[config.mk]
export PLATFORM = sky130hd
export DESIGN_NAME = multicycle_controller_flat
export DESIGN_NICKNAME = d
export VERILOG_FILES = /design/src/rtl/multicycle_controller_if.sv /design/src/rtl/multicycle_controller.sv /design/src/flat_wrapper.sv
export SDC_FILE = /design/constraint.sdc
export NUM_CORES = 1
export LEC_CHECK = 0
export BUFFER_PORTS_ARGS = -buffer_cell sky130_fd_sc_hd__buf_2
export CAP_MARGIN = 30
export CORE_MARGIN = 2
export CORE_UTILIZATION = 40
export DETAILED_ROUTE_END_ITERATION = 7
export PLACE_DENSITY = 0.84
export SLEW_MARGIN = 0
export SYNTH_ARGS = -nofsm -noshare
export SYNTH_HDL_FRONTEND = slang
export SYNTH_SLANG_ARGS = --single-unit
export TNS_END_PERCENT = 5
[constraint.sdc]
create_clock -name clk -period 3.98 [get_ports clk]
set_input_delay 0.398 -clock clk [delete_from_list [all_inputs] [get_ports clk]]
set_output_delay 0.398 -clock clk [all_outputs]
set_load 0.01 [all_outputs]
[src/rtl/multicycle_controller_if.sv]
// Control bus between the multi-cycle main controller and the datapath / memories.
// master = controller side, slave = datapath side.
interface multicycle_controller_if;
  logic [6:0] Opcode;
  logic       imem_ready;
  logic       dmem_ready;
  logic       ifetch_req;
  logic       ir_load;
  logic       pc_write;
  logic       ALUSrc;
  logic       MemtoReg;
  logic       RegWrite;
  logic       MemRead;
  logic       MemWrite;
  logic       Jump;
  logic       Jalr;
  logic       Branch;
  logic [1:0] ALUOp;

  modport master (
    input  Opcode, imem_ready, dmem_ready,
    output ifetch_req, ir_load, pc_write, ALUSrc, MemtoReg, RegWrite, MemRead, MemWrite,
           Jump, Jalr, Branch, ALUOp
  );

  modport slave (
    output Opcode, imem_ready, dmem_ready,
    input  ifetch_req, ir_load, pc_write, ALUSrc, MemtoReg, RegWrite, MemRead, MemWrite,
           Jump, Jalr, Branch, ALUOp
  );
endinterface

[src/rtl/multicycle_controller.sv]
// Sequential RV32I main controller: FETCH/DECODE/EXEC/MEM/WB with memory-ready waits and traps.
// Optional performance counters are built when PERF_COUNTERS_EN is defined.
module multicycle_controller #(
  parameter int unsigned MEM_TIMEOUT = 16,
  parameter logic [6:0]  HALT_OPCODE = 7'h7F,
  parameter int unsigned CNT_W       = 32
) (
  input  logic                    clk,
  input  logic                    reset,
  multicycle_controller_if.master bus,
  output logic                    halted,
  output logic                    trap,
  output logic [2:0]              state_o,
  output logic [CNT_W-1:0]        cycle_count,
  output logic [CNT_W-1:0]        instret_count
);

  localparam logic [6:0] OpR    = 7'b0110011;
  localparam logic [6:0] OpImm  = 7'b0010011;
  localparam logic [6:0] OpLw   = 7'b0000011;
  localparam logic [6:0] OpSw   = 7'b0100011;
  localparam logic [6:0] OpBr   = 7'b1100011;
  localparam logic [6:0] OpJal  = 7'b1101111;
  localparam logic [6:0] OpJalr = 7'b1100111;

  localparam int unsigned     TmoW    = (MEM_TIMEOUT < 2) ? 1 : $clog2(MEM_TIMEOUT + 1);
  localparam logic [TmoW-1:0] TmoLast = TmoW'((MEM_TIMEOUT == 0) ? 0 : MEM_TIMEOUT - 1);

  typedef enum logic [2:0] {
    StFetch  = 3'd0,
    StDecode = 3'd1,
    StExec   = 3'd2,
    StMem    = 3'd3,
    StWb     = 3'd4,
    StHalted = 3'd5,
    StTrap   = 3'd6
  } state_e;

  state_e          state_q, state_d;
  logic [6:0]      opcode_q, opcode_d;
  logic [TmoW-1:0] tmo_q, tmo_d;
  logic            retire;
  logic            is_r, is_imm, is_lw, is_sw, is_br, is_jal, is_jalr, legal;
  logic            tmo_hit, dec_en;

  assign is_r    = (opcode_q == OpR);
  assign is_imm  = (opcode_q == OpImm);
  assign is_lw   = (opcode_q == OpLw);
  assign is_sw   = (opcode_q == OpSw);
  assign is_br   = (opcode_q == OpBr);
  assign is_jal  = (opcode_q == OpJal);
  assign is_jalr = (opcode_q == OpJalr);
  assign legal   = is_r | is_imm | is_lw | is_sw | is_br | is_jal | is_jalr;

  // A timeout of 0 disables the trap; the counter then just wraps harmlessly.
  assign tmo_hit = (MEM_TIMEOUT != 0) && (tmo_q == TmoLast);
  assign dec_en  = (state_q inside {StDecode, StExec, StMem, StWb});

  always_comb begin
    state_d        = state_q;
    opcode_d       = opcode_q;
    tmo_d          = '0;
    retire         = 1'b0;
    bus.ifetch_req = 1'b0;
    bus.ir_load    = 1'b0;
    bus.pc_write   = 1'b0;
    bus.ALUSrc     = 1'b0;
    bus.MemtoReg   = 1'b0;
    bus.RegWrite   = 1'b0;
    bus.MemRead    = 1'b0;
    bus.MemWrite   = 1'b0;
    bus.Jump       = 1'b0;
    bus.Jalr       = 1'b0;
    bus.Branch     = 1'b0;
    bus.ALUOp      = 2'b00;

    if (dec_en) begin
      bus.ALUSrc   = is_lw | is_sw | is_imm | is_jal | is_jalr;
      bus.MemtoReg = is_lw;
      bus.Jalr     = is_jalr;
      if (is_br) begin
        bus.ALUOp = 2'b01;
      end else if (is_r) begin
        bus.ALUOp = 2'b10;
      end else if (is_imm) begin
        bus.ALUOp = 2'b11;
      end
    end

    unique case (state_q)
      StFetch: begin
        bus.ifetch_req = 1'b1;
        if (bus.imem_ready) begin
          bus.ir_load  = 1'b1;
          bus.pc_write = 1'b1;
          opcode_d     = bus.Opcode;
          state_d      = StDecode;
        end else if (tmo_hit) begin
          state_d = StTrap;
        end else begin
          tmo_d = tmo_q + TmoW'(1);
        end
      end
      StDecode: begin
        if (legal) begin
          state_d = StExec;
        end else if (opcode_q == HALT_OPCODE) begin
          retire  = 1'b1;
          state_d = StHalted;
        end else begin
          state_d = StTrap;
        end
      end
      StExec: begin
        if (is_br) begin
          bus.Branch   = 1'b1;
          bus.pc_write = 1'b1;
          retire       = 1'b1;
          state_d      = StFetch;
        end else if (is_jal || is_jalr) begin
          bus.Jump     = 1'b1;
          bus.pc_write = 1'b1;
          state_d      = StWb;
        end else if (is_lw || is_sw) begin
          state_d = StMem;
        end else begin
          state_d = StWb;
        end
      end
      StMem: begin
        bus.MemRead  = is_lw;
        bus.MemWrite = is_sw;
        if (bus.dmem_ready) begin
          if (is_lw) begin
            state_d = StWb;
          end else begin
            retire  = 1'b1;
            state_d = StFetch;
          end
        end else if (tmo_hit) begin
          state_d = StTrap;
        end else begin
          tmo_d = tmo_q + TmoW'(1);
        end
      end
      StWb: begin
        bus.RegWrite = 1'b1;
        retire       = 1'b1;
        state_d      = StFetch;
      end
      StHalted, StTrap: begin
        state_d = state_q;
      end
      default: begin
        state_d = StFetch;
      end
    endcase

    // Reset forces FETCH; keep its strobes quiet while reset is still held.
    if (!reset) begin
      bus.ifetch_req = 1'b0;
      bus.ir_load    = 1'b0;
      bus.pc_write   = 1'b0;
    end
  end

  always_ff @(posedge clk or negedge reset) begin
    if (!reset) begin
      state_q  <= StFetch;
      opcode_q <= '0;
      tmo_q    <= '0;
    end else begin
      state_q  <= state_d;
      opcode_q <= opcode_d;
      tmo_q    <= tmo_d;
    end
  end

  assign halted  = (state_q == StHalted);
  assign trap    = (state_q == StTrap);
  assign state_o = state_q;

`ifdef PERF_COUNTERS_EN
  logic [CNT_W-1:0] cyc_q, cyc_d, ret_q, ret_d;

  always_comb begin
    cyc_d = cyc_q;
    ret_d = ret_q;
    if (!(state_q inside {StHalted, StTrap})) begin
      cyc_d = cyc_q + CNT_W'(1);
    end
    if (retire) begin
      ret_d = ret_q + CNT_W'(1);
    end
  end

  always_ff @(posedge clk or negedge reset) begin
    if (!reset) begin
      cyc_q <= '0;
      ret_q <= '0;
    end else begin
      cyc_q <= cyc_d;
      ret_q <= ret_d;
    end
  end

  assign cycle_count   = cyc_q;
  assign instret_count = ret_q;
`else
  logic unused_retire;
  assign unused_retire = retire;
  assign cycle_count   = '0;
  assign instret_count = '0;
`endif

endmodule

[src/flat_wrapper.sv]
// flat-port wrapper written by rule: the top's interface ports become plain ports
module multicycle_controller_flat 
#(
  parameter int unsigned MEM_TIMEOUT = 16,
  parameter logic [6:0]  HALT_OPCODE = 7'h7F,
  parameter int unsigned CNT_W       = 32
)
  (clk, reset, halted, trap, state_o, cycle_count, instret_count, bus_Opcode, bus_imem_ready, bus_dmem_ready, bus_ifetch_req, bus_ir_load, bus_pc_write, bus_ALUSrc, bus_MemtoReg, bus_RegWrite, bus_MemRead, bus_MemWrite, bus_Jump, bus_Jalr, bus_Branch, bus_ALUOp);
  multicycle_controller_if bus_i ();
  input  logic clk;
  input  logic reset;
  output logic halted;
  output logic trap;
  output logic [2:0] state_o;
  output logic [CNT_W-1:0] cycle_count;
  output logic [CNT_W-1:0] instret_count;
  input wire logic [$bits(bus_i.Opcode)-1:0] bus_Opcode;
  input wire logic [$bits(bus_i.imem_ready)-1:0] bus_imem_ready;
  input wire logic [$bits(bus_i.dmem_ready)-1:0] bus_dmem_ready;
  output wire logic [$bits(bus_i.ifetch_req)-1:0] bus_ifetch_req;
  output wire logic [$bits(bus_i.ir_load)-1:0] bus_ir_load;
  output wire logic [$bits(bus_i.pc_write)-1:0] bus_pc_write;
  output wire logic [$bits(bus_i.ALUSrc)-1:0] bus_ALUSrc;
  output wire logic [$bits(bus_i.MemtoReg)-1:0] bus_MemtoReg;
  output wire logic [$bits(bus_i.RegWrite)-1:0] bus_RegWrite;
  output wire logic [$bits(bus_i.MemRead)-1:0] bus_MemRead;
  output wire logic [$bits(bus_i.MemWrite)-1:0] bus_MemWrite;
  output wire logic [$bits(bus_i.Jump)-1:0] bus_Jump;
  output wire logic [$bits(bus_i.Jalr)-1:0] bus_Jalr;
  output wire logic [$bits(bus_i.Branch)-1:0] bus_Branch;
  output wire logic [$bits(bus_i.ALUOp)-1:0] bus_ALUOp;
  assign bus_i.Opcode = bus_Opcode;
  assign bus_i.imem_ready = bus_imem_ready;
  assign bus_i.dmem_ready = bus_dmem_ready;
  assign bus_ifetch_req = bus_i.ifetch_req;
  assign bus_ir_load = bus_i.ir_load;
  assign bus_pc_write = bus_i.pc_write;
  assign bus_ALUSrc = bus_i.ALUSrc;
  assign bus_MemtoReg = bus_i.MemtoReg;
  assign bus_RegWrite = bus_i.RegWrite;
  assign bus_MemRead = bus_i.MemRead;
  assign bus_MemWrite = bus_i.MemWrite;
  assign bus_Jump = bus_i.Jump;
  assign bus_Jalr = bus_i.Jalr;
  assign bus_Branch = bus_i.Branch;
  assign bus_ALUOp = bus_i.ALUOp;
  multicycle_controller #(.MEM_TIMEOUT(MEM_TIMEOUT), .HALT_OPCODE(HALT_OPCODE), .CNT_W(CNT_W)) u_core (.clk(clk), .reset(reset), .bus(bus_i), .halted(halted), .trap(trap), .state_o(state_o), .cycle_count(cycle_count), .instret_count(instret_count));
endmodule
# --- After elaboration in Yosys (flattened, before gate mapping) ---
# Cells that the tools add are included.
totals:
  reg_bits: 15
  latch_bits: 0
  mem_bits_rw: 0
  mem_bits_ro: 0
  in_bits: 11
  output_inout_bits: 82
  wordCells: 72
  memories: 0
classes:
  add_sub_neg: 1
  mul: 0
  div: 0
  magnitude_cmp: 0
  n_eq_ne: 15
  n_shift: 0
  n_mux: 37
  bitwise: 10
  n_reduce_logical: 6
op_table:
  columns: ["operator", "n"]
  rows:
  - ["$eq 7x7->1 const B", 4]
  - ["$mux 3", 8]
  - ["$mux 1", 18]
  - ["$mux 5", 3]
  - ["$pmux 3 s5", 1]
  - ["$eq 7x6->1 const B", 2]
  - ["$mux 2", 5]
  - ["$or 1x1->1", 10]
  - ["$pmux 5 s2", 1]
  - ["$eq 3x3->1 const B", 3]
  - ["$eq 7x2->1 const B", 1]
  - ["$eq 7x5->1 const B", 1]
  - ["$eq 3x2->1 const B", 2]
  - ["$add 5x1->5 const B", 1]
  - ["$eq 5x4->1 const B", 1]
  - ["$reduce_bool 4->1", 1]
  - ["$eq 3x1->1 const B", 1]
  - ["$logic_not 3->1", 1]
  - ["$logic_or 1x1->1", 2]
  - ["$pmux 1 s2", 1]
  - ["$reduce_and 2->1", 1]
  - ["$reduce_or 2->1", 1]

# --- Longest topological paths before layout ---
logic_depth:
  depth_word: 9
  mapped_depth: 6
  depth_no_buf: 5

# --- Worst setup path after synthesis ---
# Ideal clock, no wire load.
synth_timing:
  path_kind: "flip-flop to output port"
  from: "register u_core.state_q[0], in the netlist u_core.state_o[0]"
  to: "output bus_MemtoReg"
  arrival_time_ps: 1408
  t_required_ps: 3582
  setup_slack_ps: 2174
  stages_incl_launch_ff: 6
  path_buffers: 1
  cell_sequence: "dfrtp_1 buf_4 nor2_1 xnor2_1 or2_1 nor4_1"
synth_via:
  elab_chain_len: 3
  word_cells_on_any_way: 6
synth_rtl:
  columns: ["element", "line", "rtl"]
  rows:
  - ["from (decl)", "multicycle_controller.sv:39", "state_e state_q, state_d;"]
  - ["from (signal assigned)", "multicycle_controller.sv:169", "state_q <= StFetch;"]
  - ["from (signal assigned)", "multicycle_controller.sv:173", "state_q <= state_d;"]
  - ["$eq 3x1->1, or another cell as far along", "multicycle_controller.sv:57", "assign dec_en = (state_q inside {StDecode, StExec, StMem, StWb});"]
  - ["$reduce_bool 4->1 *", "multicycle_controller.sv:57", null]
  - ["$mux 1 *", "multicycle_controller.sv:77", "if (dec_en) begin"]
  - ["to (decl)", "flat_wrapper.sv:24", "output wire logic [$bits(bus_i.MemtoReg)-1:0] bus_MemtoReg;"]
# Every way passes the cells marked *; elsewhere a longest branch is shown, timed or not.

# --- Final worst setup path ---
layout_timing:
  from: "register u_core.state_q[2], in the netlist u_core.state_o[2]"
  to: "output bus_ALUOp[1]"
layout_via:
  elab_chain_len: 3
  word_cells_on_any_way: 6
layout_rtl:
  columns: ["element", "line", "rtl"]
  rows:
  - ["$eq 3x1->1, or another cell as far along", "multicycle_controller.sv:57", null]
  - ["$reduce_bool 4->1 *", "multicycle_controller.sv:57", null]
  - ["$mux 2 *", "multicycle_controller.sv:77", null]
  - ["to (decl)", "flat_wrapper.sv:31", "output wire logic [$bits(bus_i.ALUOp)-1:0] bus_ALUOp;"]
# Marks and branches as above.

==> results.yml <==
cells_and_area:
  final_cells: 245
  area_growth_pct: -3.46
  diodes: 0
  layout.nets: 210
  layout-drive-gt1-share: 0.234
  num-fill-cells: 400
logic_synthesis:
  synth_common_cells: "66 x buf_4, 15 x dfrtp_1, 15 x nor2_1"
  synth.distinct_cells: 46
  yosysTopAreaCellShare: 0.334
  syn-mean-instance-area_um2: 8.58
  syn_inst: 173
  ys.warnings.count: 0
  yosysMostFrequentCell: "buf_4"
  synth_seq_area_share: 0.253
  synth_edf_count: 0
  synth_area_leaders: "buf_4 33%, dfrtp_1 25%, mux2_2 5.3%"
  synth_seq_cells: 15
  syn_area_um2: 1480
  synthArstFlopShare: 1.00
  ys.flop_type: "dfrtp_1"
  synth_area_leader_cell: "buf_4"
route:
  wl_per_cell_um: 10.3
  drc: 0
  wl_um: 2520
  dr.pass1.iters: 4
  vias_per_cell: 4.31
  num_vias: 1056
  antenna_left: 0
  drtIter0Drc: 45
clock_tree:
  clkLatencyLatePin_ps: 240
  cts.repair.resized: 0
  cts_sinks: 15
  cts_buffers: 3
  htree_levels: 1
  clk_path_buf_depth: 2
  cts_hold_buf: 0
  post_cts_buffers: 0
  clk_pin_slew_ps: 60
  cts_root_buf: "clkbuf_8"
  cts_tree: "done"
placed_design:
  dp_cells: 241
  dp_hpwl_um: 2080
  numPortBuffers: 28
  gp_congestion: 0.851
global_route:
  grt_pass1_wl_um: 3880
  grt_usage: 0.118
  grt_max_degree: 19
  antenna_found_initial: 0
  use_met1: 0.152
  use_met3: 0.0122
  grt_pass1_vias: 887
  grt_overflow_total: 0
  use_met2: 0.192
  grt_busiest_layer: "met2"
power_and_ir_drop:
  power_density_nw_per_um2: 559
  vdd_drop_max_v: 0.000193
  p_leak_uw: 0.000765
critical_path:
  cp_num_buf_inv: 2
  cp.required_ps: 3580
  critPathMaxFanout: 13
  crit_family: "flip-flops"
  cp-start-kind: "register"
  critPathMaxStageDelay_ps: 540
  path_class: "reg2out"
  crit_slowest_cell: "dfrtp_1"
  cp-end-kind: "output port"
  arrival_ps: 1780
  crit_chain: "inv_1, xnor2_1, or2_1, nor3b_1, buf_2"
sta:
  rsz0062_at_grt: "false"
  drv_slew: 0
  finalCriticalPeriod_ps: 2180
  finalCritPeriodShare: 0.548
  hold_viol_final: 0
  finClkSkew_ps: 4.08
  fmax_mhz: 458
  setup_violations: 0
  setup_tns_ps: 0
floorplanning:
  die-area_um2: 4210
  pin_count: 93
  rows: 22
  coreArea_um2: 3610
  die_h_um: 64.9
  initial_core_util: 0.412
  fp.dieW_um: 64.9
worst_hold_path:
  hold_class: "in2async"
flow_run:
  drv_cap: 0
outcome:
  status: "complete, no violations"
==> metrics by stage <==
stage | total power, uW | util | area, um2 | worst slack [ps] | hold slack, ps
floorplan | 659 | - | 1720 | 2170 | 102
global placement | 672 | 0.385 | 1390 | 2130 | 331
detailed placement | 684 | 0.385 | 1390 | 2060 | 334
CTS | 809 | 0.397 | 1430 | 1780 | 66.7
global route | 870 | 0.397 | 1430 | 1680 | 85.5
finish | 801 | 0.397 | 1430 | 1800 | 62.8
==> layer usage <==
| layer | share of wire | vias up |
|---|---|---|
| li1 | - | 503 |
| met1 | 0.44 | 492 |
| met2 | 0.46 | 55 |
| met3 | 0.075 | 6 |
| met4 | 0.026 | 0 |
| met5 | 0 | - |
==> worst reg2reg max path, cell delays in order, from the launching register on <==
cell     delay [ps]
dfrtp_1         480
nor3_1          290
and2_1          410
mux2_2          380
==> sequential cells by signal (all words and copies together) (netlist names) <==
name             cells
u_core.tmo_q         5
u_core.state_o       3
u_core.opcode_q      7
==> cells by family (layout without fill, tap and decap cells) <==
family                   Yosys count  in the layout  synth area share
buffers and inverters             73             34             0.364
AND/OR/NAND/NOR                   56             56             0.220
multiplexers                       7              7            0.0531
AO/OA/AOI/OAI                     17             17            0.0809
adder cells (fa/ha/maj)            1              1           0.00843
XOR/XNOR                           3              3            0.0177
flip-flops                        15             15             0.253
other                              1             64           0.00253
==> layout make-up <==
type	count	area, um2	share of cell area
clock buffers	4	45.0	0.0314
inverters	2	7.51	0.00524
multi-input cells	148	805	0.562
flip-flops and latches	15	375	0.262
well taps	48	60.1	0.0419
repair buffers	28	140	0.0978
==> placed cells by master, fill, tap and decap left out, drive strengths merged, types with 4 or more instances in the layout <==
master and count:
mux2 7, and3 4, and2 6, nand3 6, clkbuf 4, conb 64, nand2 4, nor2 15
buf 28, dfrtp 15
==> power by group <==
part / internal (uW) / leakage (uW) / switching [uW]
registers: 207 / 0.000189 / 110
clock network: 70.8 / 0.0000228 / 49.4
logic: 171 / 0.000552 / 193
==> worst paths after layout <==
kind,to,slack (ps),cells after the start,startpoint
worst min-delay path,u_core.state_o[2],60,1,reset
min in group clk,u_core.opcode_q[3],380,2,bus_Opcode[3]
max in group asynchronous,u_core.opcode_q[5],3650,1,reset
worst min register to register,u_core.tmo_q[0],460,1,u_core.tmo_q[0]
worst max register to register,u_core.opcode_q[5],2310,3,u_core.state_o[0]
worst max-delay path,bus_ALUOp[1],1800,5,u_core.state_o[2]
No activity file was read; power rests on OpenSTA's default activity.
